==> src/rtl/ex_mul_unit.sv <==
// ex_mul_unit -- iterative shift-add multiplier for the execute stage.
//
// Accepts a multiply flagged by EX_mul, latches operands/rd/we, stalls decode
// while it iterates one multiplier bit per cycle, then strobes the low XLEN
// bits of the product for one cycle to the EX/MEM result mux.
//
// Optional feature macro: MUL_EARLY_TERM_EN
//   defined   -> BUSY exits once the remaining multiplier bits are all zero
//   undefined -> BUSY always runs XLEN cycles
//
// Ports:
//   clk, rst      clock, synchronous active-high reset
//   EX_a, EX_b    multiplicand / multiplier from the D->EX register
//   EX_mul        instruction in EX is a multiply
//   EX_rd, EX_we  destination register and write enable of that instruction
//   MUL_stall     holds fetch/decode (combinational)
//   MUL_valid     one-cycle product strobe
//   MUL_res       low XLEN bits of a*b (0 outside DONE)
//   MUL_rd        latched rd (0 outside DONE)
//   MUL_we        latched we, forced low when rd is x0 (0 outside DONE)
module ex_mul_unit #(
  parameter int XLEN = 32
) (
  input  logic            clk,
  input  logic            rst,
  input  logic [XLEN-1:0] EX_a,
  input  logic [XLEN-1:0] EX_b,
  input  logic            EX_mul,
  input  logic [4:0]      EX_rd,
  input  logic            EX_we,
  output logic            MUL_stall,
  output logic            MUL_valid,
  output logic [XLEN-1:0] MUL_res,
  output logic [4:0]      MUL_rd,
  output logic            MUL_we
);

  localparam int CNT_W = (XLEN > 1) ? $clog2(XLEN) : 1;
  localparam logic [CNT_W-1:0] CNT_LAST = CNT_W'(XLEN - 1);

  typedef enum logic [1:0] {
    IDLE = 2'd0,
    BUSY = 2'd1,
    DONE = 2'd2
  } state_t;

  state_t            state_q, state_d;
  logic [XLEN-1:0]   mcand_q, mcand_d;
  logic [XLEN-1:0]   mplr_q,  mplr_d;
  logic [XLEN-1:0]   acc_q,   acc_d;
  logic [CNT_W-1:0]  cnt_q,   cnt_d;
  logic [4:0]        rd_q,    rd_d;
  logic              we_q,    we_d;
  logic              last_iter;

  always_ff @(posedge clk) begin
    if (rst) begin
      state_q <= IDLE;
      mcand_q <= '0;
      mplr_q  <= '0;
      acc_q   <= '0;
      cnt_q   <= '0;
      rd_q    <= '0;
      we_q    <= 1'b0;
    end else begin
      state_q <= state_d;
      mcand_q <= mcand_d;
      mplr_q  <= mplr_d;
      acc_q   <= acc_d;
      cnt_q   <= cnt_d;
      rd_q    <= rd_d;
      we_q    <= we_d;
    end
  end

  // Final BUSY iteration: counter exhausted, or (optionally) nothing left to add.
`ifdef MUL_EARLY_TERM_EN
  assign last_iter = (cnt_q == CNT_LAST) || ((mplr_q >> 1) == '0);
`else
  assign last_iter = (cnt_q == CNT_LAST);
`endif

  always_comb begin
    state_d   = state_q;
    mcand_d   = mcand_q;
    mplr_d    = mplr_q;
    acc_d     = acc_q;
    cnt_d     = cnt_q;
    rd_d      = rd_q;
    we_d      = we_q;
    MUL_stall = 1'b0;
    MUL_valid = 1'b0;
    MUL_res   = '0;
    MUL_rd    = '0;
    MUL_we    = 1'b0;

    unique case (state_q)
      IDLE: begin
        // Stall in the start cycle itself so decode holds the next instruction.
        MUL_stall = EX_mul;
        if (EX_mul) begin
          mcand_d = EX_a;
          mplr_d  = EX_b;
          acc_d   = '0;
          cnt_d   = '0;
          rd_d    = EX_rd;
          we_d    = EX_we;
          state_d = BUSY;
        end
      end

      BUSY: begin
        // EX_mul is not looked at here: the stall feeds bubbles into EX.
        MUL_stall = 1'b1;
        if (mplr_q[0]) acc_d = acc_q + mcand_q;  // carry out dropped
        mcand_d = mcand_q << 1;
        mplr_d  = mplr_q >> 1;
        cnt_d   = cnt_q + 1'b1;
        if (last_iter) state_d = DONE;
      end

      DONE: begin
        MUL_valid = 1'b1;
        MUL_res   = acc_q;
        MUL_rd    = rd_q;
        MUL_we    = we_q && (rd_q != 5'd0);
        state_d   = IDLE;
      end

      default: state_d = IDLE;
    endcase
  end

endmodule

==> config.mk <==
export PLATFORM = sky130hd
export DESIGN_NAME = ex_mul_unit
export DESIGN_NICKNAME = d
export VERILOG_FILES = /design/src/rtl/ex_mul_unit.sv
export SDC_FILE = /design/constraint.sdc
export NUM_CORES = 1
export LEC_CHECK = 0
export ABC_AREA = 0
export BUFFER_PORTS_ARGS = -buffer_cell sky130_fd_sc_hd__buf_2
export CORE_ASPECT_RATIO = 1.1
export CORE_MARGIN = 2
export CORE_UTILIZATION = 56
export CTS_CLUSTER_SIZE = 40
export DETAILED_ROUTE_END_ITERATION = 16
export GPL_ROUTABILITY_DRIVEN = 0
export PLACE_DENSITY = 0.78
export SYNTH_ARGS = -nofsm -noshare
export SYNTH_HDL_FRONTEND = slang
export SYNTH_SLANG_ARGS = --single-unit
export TNS_END_PERCENT = 20
==> constraint.sdc <==
create_clock -name clk -period 3.1 [get_ports clk]
set_input_delay 0.62 -clock clk [delete_from_list [all_inputs] [get_ports clk]]
set_output_delay 0.62 -clock clk [all_outputs]
set_load 0.005 [all_outputs]
# Yosys cells after proc, flatten, opt, wreduce, memory -nomap -nowiden
# Index checks and enable logic that the tools add are counted.
# word_totals
register_bits,109
latchBits,0
ramBits,0
mem_bits_ro,0
in_bits,73
output_inout_bits,40
memories,0
# op_classes
add_sub_neg,2
multipliers,0
div_mod_pow,0
n_lt_le_gt_ge,0
n_eq_ne,6
n_shift,0
muxes,17
bitwise,0
reduce_logical,8
# ops
op,count
case mux 32 bit (2 select lines),3
2-to-1 mux 32 bit,5
adder 32 bit,1
2-to-1 mux 5 bit,2
case mux 5 bit (2 select lines),1
inequality test 2 bit (second input constant),3
AND reduction 2 bit,3
adder 5 x 1 -> 5 bit (second input constant),1
== test 5 bit (second input constant),1
nonzero test 5 bit,1
2-to-1 mux 2 bit,2
case mux 2 bit (2 select lines),1
AND reduction 3 bit,1
== test 2 x 1 -> 1 bit (second input constant),1
== test 2 bit (second input constant),1
logical NOT 2 bit,1
2-to-1 mux 1 bit,2
case mux 1 bit (2 select lines),1
nonzero test 2 bit,1
logical AND 1 bit,1

# Longest topological paths before layout
# depth
ltp_word,3
ltp_mapped,12
ltp_nobuf,12

# Worst setup path before layout
# OpenSTA, ideal clock, no wires.
# synth_timing
path_type,flip-flop to flip-flop
start,reg mcand_q[0]
end,reg acc_q[30]
setup_time_ns,0.117
arrival_time_ns,2.672
required_time_ns,2.983
setup_slack_ns,0.311
path_stages_with_launch,13
path_cell_list,dfxtp_1 > ha_1 > inv_1 > fa_1 > nor2b_1 > o21ai_0 > a21boi_0 > a211o_1 > nand2_2 > o41a_1 > o31ai_2 > xor2_1 > a22o_1
# synth_between
elab_chain_cells,3
# synth_lines
item,line_no,rtl
"start, declared",48,"logic [XLEN-1:0] mcand_q, mcand_d;"
"start signal, assigned",67,mcand_q <= mcand_d;
adder 32 bit,115,if (mplr_q[0]) acc_d = acc_q + mcand_q;
2-to-1 mux 32 bit,115,
case mux 32 bit (2 select lines),97,unique case (state_q)
"end signal, assigned",61,acc_q <= '0;
"end signal, assigned",69,acc_q <= acc_d;
"end, declared",50,"logic [XLEN-1:0] acc_q, acc_d;"
# Every way passes these cells. The select of a mux whose other input is x is not followed.
# A chain may end at the register's enable or synchronous reset.

# Worst setup path in the final report
# layout_timing
start,reg acc_q[0]
end,reg acc_q[28]
# layout_between
elab_chain_cells,3
# layout_lines
item,line_no
adder 32 bit,115
2-to-1 mux 32 bit,115
case mux 32 bit (2 select lines),97
# Every way passes these cells. The select of a mux whose other input is x is not followed.

==> tab_implementation.tex <==
\begin{tabular}{lr}
\hline
Metric & Value \\
\hline
\multicolumn{2}{l}{\textbf{Run status}} \\
Outcome & complete, no violations \\
\multicolumn{2}{l}{\textbf{Timing}} \\
Fin Clk Skew & 0.00967 ns \\
Worst-margin pin slew & 1.04 ns \\
Final Max Slew Viols & 0 \\
Fin crit share & 0.932 \\
Number of hold violations in the final report & 0 \\
Maximum clock frequency & 346 MHz \\
Minimum period implied by the final worst setup slack & 2.89 ns \\
Setup-failing EPs final & 0 \\
Worst Slack Setup Final & 0.210 ns \\
Worst slew slack as a fraction of its limit & 0.304 \\
Setup repair after global routing missed its margin & false \\
TNS Setup & 0 ns \\
\multicolumn{2}{l}{\textbf{Worst setup path}} \\
Worst path max stage delay & 0.46 ns \\
Worst path required time & 3.35 ns \\
Max stage delay cell, worst path & o41a\_1 \\
Top cell family by delay on the critical path & compound AO/OA/AOI/OAI gates \\
Crit path buffers/inverters & 2 \\
Crit start category & flip-flop \\
Path type of the worst setup path & flip-flop to flip-flop \\
Crit path capture type & flip-flop \\
Data arrival, critical path & 3.14 ns \\
Sequence of cells on the critical path & ha\_2, inv\_1, fa\_2, nor2b\_1, o21ai\_0, a21boi\_1, a211o\_1, nand2\_2, o41a\_1, buf\_4, o21bai\_1, xor2\_1, a22o\_1 \\
Biggest fanout along the worst timing path & 4 \\
\multicolumn{2}{l}{\textbf{Power and ir drop}} \\
Pwr/cell area & 453 nW/um\^{}2 \\
Fraction of power consumed by the clock network & 0.353 \\
Net switching power of the design & 0.000855 W \\
Sequential cell fraction of total power & 0.505 \\
Leakage & 3.14 nW \\
Sw frac & 0.279 \\
Design internal power & 0.00221 W \\
Max VDD drop & 0.305 mV \\
Total design power & 0.00306 W \\
Proportion of power drawn by combinational gates & 0.142 \\
\multicolumn{2}{l}{\textbf{Min path}} \\
Hold crit path type & flip-flop to flip-flop \\
\multicolumn{2}{l}{\textbf{Floorplan}} \\
\# IOs & 113 \\
Core area & 10200 um\^{}2 \\
Floorplan die height & 111 um \\
Number of standard-cell rows in the floorplan & 39 \\
Initial core utilization & 0.569 \\
Overall die width & 101 um \\
Die footprint & 11300 um\^{}2 \\
\multicolumn{2}{l}{\textbf{Place}} \\
DP Area & 6460 um\^{}2 \\
Port bufs & 112 \\
Pre-CTS WS & 0.0307 ns \\
Detailed Place HPWL & 9970 um \\
\multicolumn{2}{l}{\textbf{CTS}} \\
Clk Latency, worst-skew pair & 0.35 ns \\
CTS Buffer Depth & 2 \\
CTS root buf & clkbuf\_16 \\
Sinks on Clock Net & 109 \\
Post-CTS clock slew at the launch and capture registers of the worst setup and hold paths & 0.07 ns \\
Clock tree from TritonCTS & done \\
Number of buffers added by the clock tree synthesis step & 9 \\
H-tree lvl count & 3 \\
\multicolumn{2}{l}{\textbf{Routing}} \\
WL per Instance & 15.4 um \\
Vias & 5548 \\
Routed Wire Length & 14500 um \\
First-pass DRT Iterations & 5 \\
Number of DRC violations after detailed-routing iteration 0 & 225 \\
Remaining antenna violation count after routing & 0 \\
Ratio of routed vias to standard cells & 5.90 \\
Residual DRC count & 0 \\
\multicolumn{2}{l}{\textbf{Synthesis}} \\
Area fraction of the dominant cell type after synthesis & 0.374 \\
Number of storage elements in the synthesis netlist & 109 \\
Cell types with the largest area share after synthesis & dfxtp\_1, nor2\_1, ha\_1, a21oi\_1, a22oi\_1 \\
Post-synthesis cell area & 5840 um\^{}2 \\
Average footprint of a synthesized cell & 8.12 um\^{}2 \\
Gate Count Post-Synth & 719 \\
Number of synthesis warnings & 0 \\
Syn\_nets & 826 \\
Sequential-to-total area share from yosys stat & 0.374 \\
Number of synthesized flops with an enable pin & 0 \\
Async set-or-reset flop fraction in the synthesized netlist & 0 \\
Commonest register cell after synthesis & dfxtp\_1 \\
Number of unique standard cell types used by synthesis & 57 \\
Library cell with the largest summed area after synthesis & dfxtp\_1 \\
\multicolumn{2}{l}{\textbf{Final layout}} \\
Share of post-route cells with drive strength above 1 & 0.210 \\
Layout overhead on the synthesized area & 15.8\% \\
Summed area of non-filler cells in the final layout & 6760 um\^{}2 \\
Fin nets & 918 \\
Filler instances & 897 \\
\multicolumn{2}{l}{\textbf{GRT}} \\
Total Routing Usage GR & 0.257 \\
First-pass GRT wire length & 23700 um \\
Overflow left after global routing & 0 \\
Antenna violations before repair & 0 \\
Maximum number of pins on one net before global-route repair & 78 \\
Number of global-route vias before repair & 5273 \\
\multicolumn{2}{l}{\textbf{Run}} \\
Max cap viols & 0 \\
\hline
\end{tabular}
what timing repair did:
| action | 4_1_cts | 5_1_grt |
|---|---|---|
| setup buffers | 0 | 2 |
| hold buffers | 0 | 0 |
| hold endpoints to repair | 0 | 0 |
| setup endpoints to repair | 0 | 4 |
| resized for setup | 0 | 4 |
worst paths after layout:
check,start,end,slack [ns],cells after the start
worst min register to register,mplr_q[28]$_SDFFE_PP0P_,mplr_q[28]$_SDFFE_PP0P_,0.46,2
worst max-delay path,acc_q[0]$_SDFFE_PP0P_,acc_q[28]$_SDFFE_PP0P_,0.21,13
worst max register to register,acc_q[0]$_SDFFE_PP0P_,acc_q[28]$_SDFFE_PP0P_,0.21,13
worst min-delay path,mplr_q[28]$_SDFFE_PP0P_,mplr_q[28]$_SDFFE_PP0P_,0.46,2
area by class of cell:
class | count | area [um^2] | share of cell area
multi-input combinational | 557 | 3450 | 0.510
sequential | 109 | 2180 | 0.323
timing repair buffer | 126 | 666 | 0.0985
clock buffer | 10 | 229 | 0.0339
tap | 123 | 154 | 0.0228
clock inverter | 6 | 47.5 | 0.00703
inverter | 8 | 30.0 | 0.00444
antenna | 1 | 2.50 | 0.000370
power groups by stage:
stage          sequential (W)  combinational, W  clock (W)
2_1_floorplan         0.00156          0.000312          0
3_3_place_gp          0.00158          0.000414          0
3_5_place_dp          0.00158          0.000430          0
4_1_cts               0.00155          0.000433    0.00110
5_1_grt               0.00156          0.000489    0.00117
6_report              0.00155          0.000435    0.00108
stage by stage:
step	std cells	utilization	hold WS [ns]
after CTS	937	0.657	0.461
after floorplan	719	-	0.435
after detailed placement	921	0.630	0.451
after global placement	921	0.630	0.443
final	940	0.660	0.460
after global routing	939	0.659	0.479
kinds of logic (layout without fill, tap and decap cells):
logic type	after synthesis	after routing	synth area share
compound gates	204	204	0.238
xor+xnor	27	27	0.0405
fa+ha+maj	34	34	0.0742
buf+inv	53	150	0.0392
flops	109	109	0.374
mux	1	1	0.00172
other cells	0	1	0
simple gates	291	291	0.232
layer usage:
metal,share of wire,track usage,vias to the layer above
li1,-,-,2735
met1,0.43,0.327,2608
met2,0.49,0.426,182
met3,0.056,0.0511,23
met4,0.018,0.0964,0
met5,0,0,-
cells in the final DEF (no fill, tap or decap), types with 3 or more instances in the layout:
| cell type | netlist | layout |
|---|---|---|
| buf_2 | 0 | 112 |
| nor2_1 | 111 | 110 |
| dfxtp_1 | 109 | 108 |
| nand2_1 | 73 | 73 |
| a21oi_1 | 73 | 73 |
| a22oi_1 | 46 | 46 |
| and2_1 | 39 | 38 |
| ha_1 | 33 | 32 |
| nor4_1 | 25 | 25 |
| a22o_1 | 20 | 20 |
| o21ai_0 | 16 | 16 |
| xnor2_1 | 16 | 16 |
| buf_4 | 0 | 14 |
| nand3_1 | 12 | 12 |
| a21o_1 | 11 | 11 |
| xor2_1 | 11 | 11 |
| clkbuf_16 | 0 | 9 |
| inv_1 | 7 | 7 |
| and2_2 | 3 | 4 |
| or3_1 | 4 | 4 |
| a211oi_1 | 4 | 4 |
| a21o_2 | 4 | 4 |
| nand4_1 | 4 | 4 |
| a31oi_1 | 4 | 4 |
| and3_2 | 3 | 3 |
| o21a_1 | 3 | 3 |
| o21bai_1 | 3 | 3 |
| clkinv_4 | 0 | 3 |
state kept, by name, summed over array words and instances (netlist names):
register  cells
acc_q        32
cnt_q         5
mcand_q      32
mplr_q       32
rd_q          5
state_q       2
we_q          1
worst reg2reg max path: stages, from the launching register on:
cell and delay [ns]:
dfxtp_1 0.36, ha_2 0.21, inv_1 0.06, fa_2 0.35, nor2b_1 0.11, o21ai_0 0.11, a21boi_1 0.19, a211o_1 0.19
nand2_2 0.09, o41a_1 0.46, buf_4 0.18, o21bai_1 0.20, xor2_1 0.10, a22o_1 0.18
cells in the mapped netlist, types with 7 or more instances:
master,count
nor2_1,111
dfxtp_1,109
a21oi_1,73
nand2_1,73
a22oi_1,46
and2_1,39
clkbuf_1,38
ha_1,33
nor4_1,25
a22o_1,20
o21ai_0,16
xnor2_1,16
nand3_1,12
a21o_1,11
xor2_1,11
inv_1,7
Power figures use the tool's default switching activity.
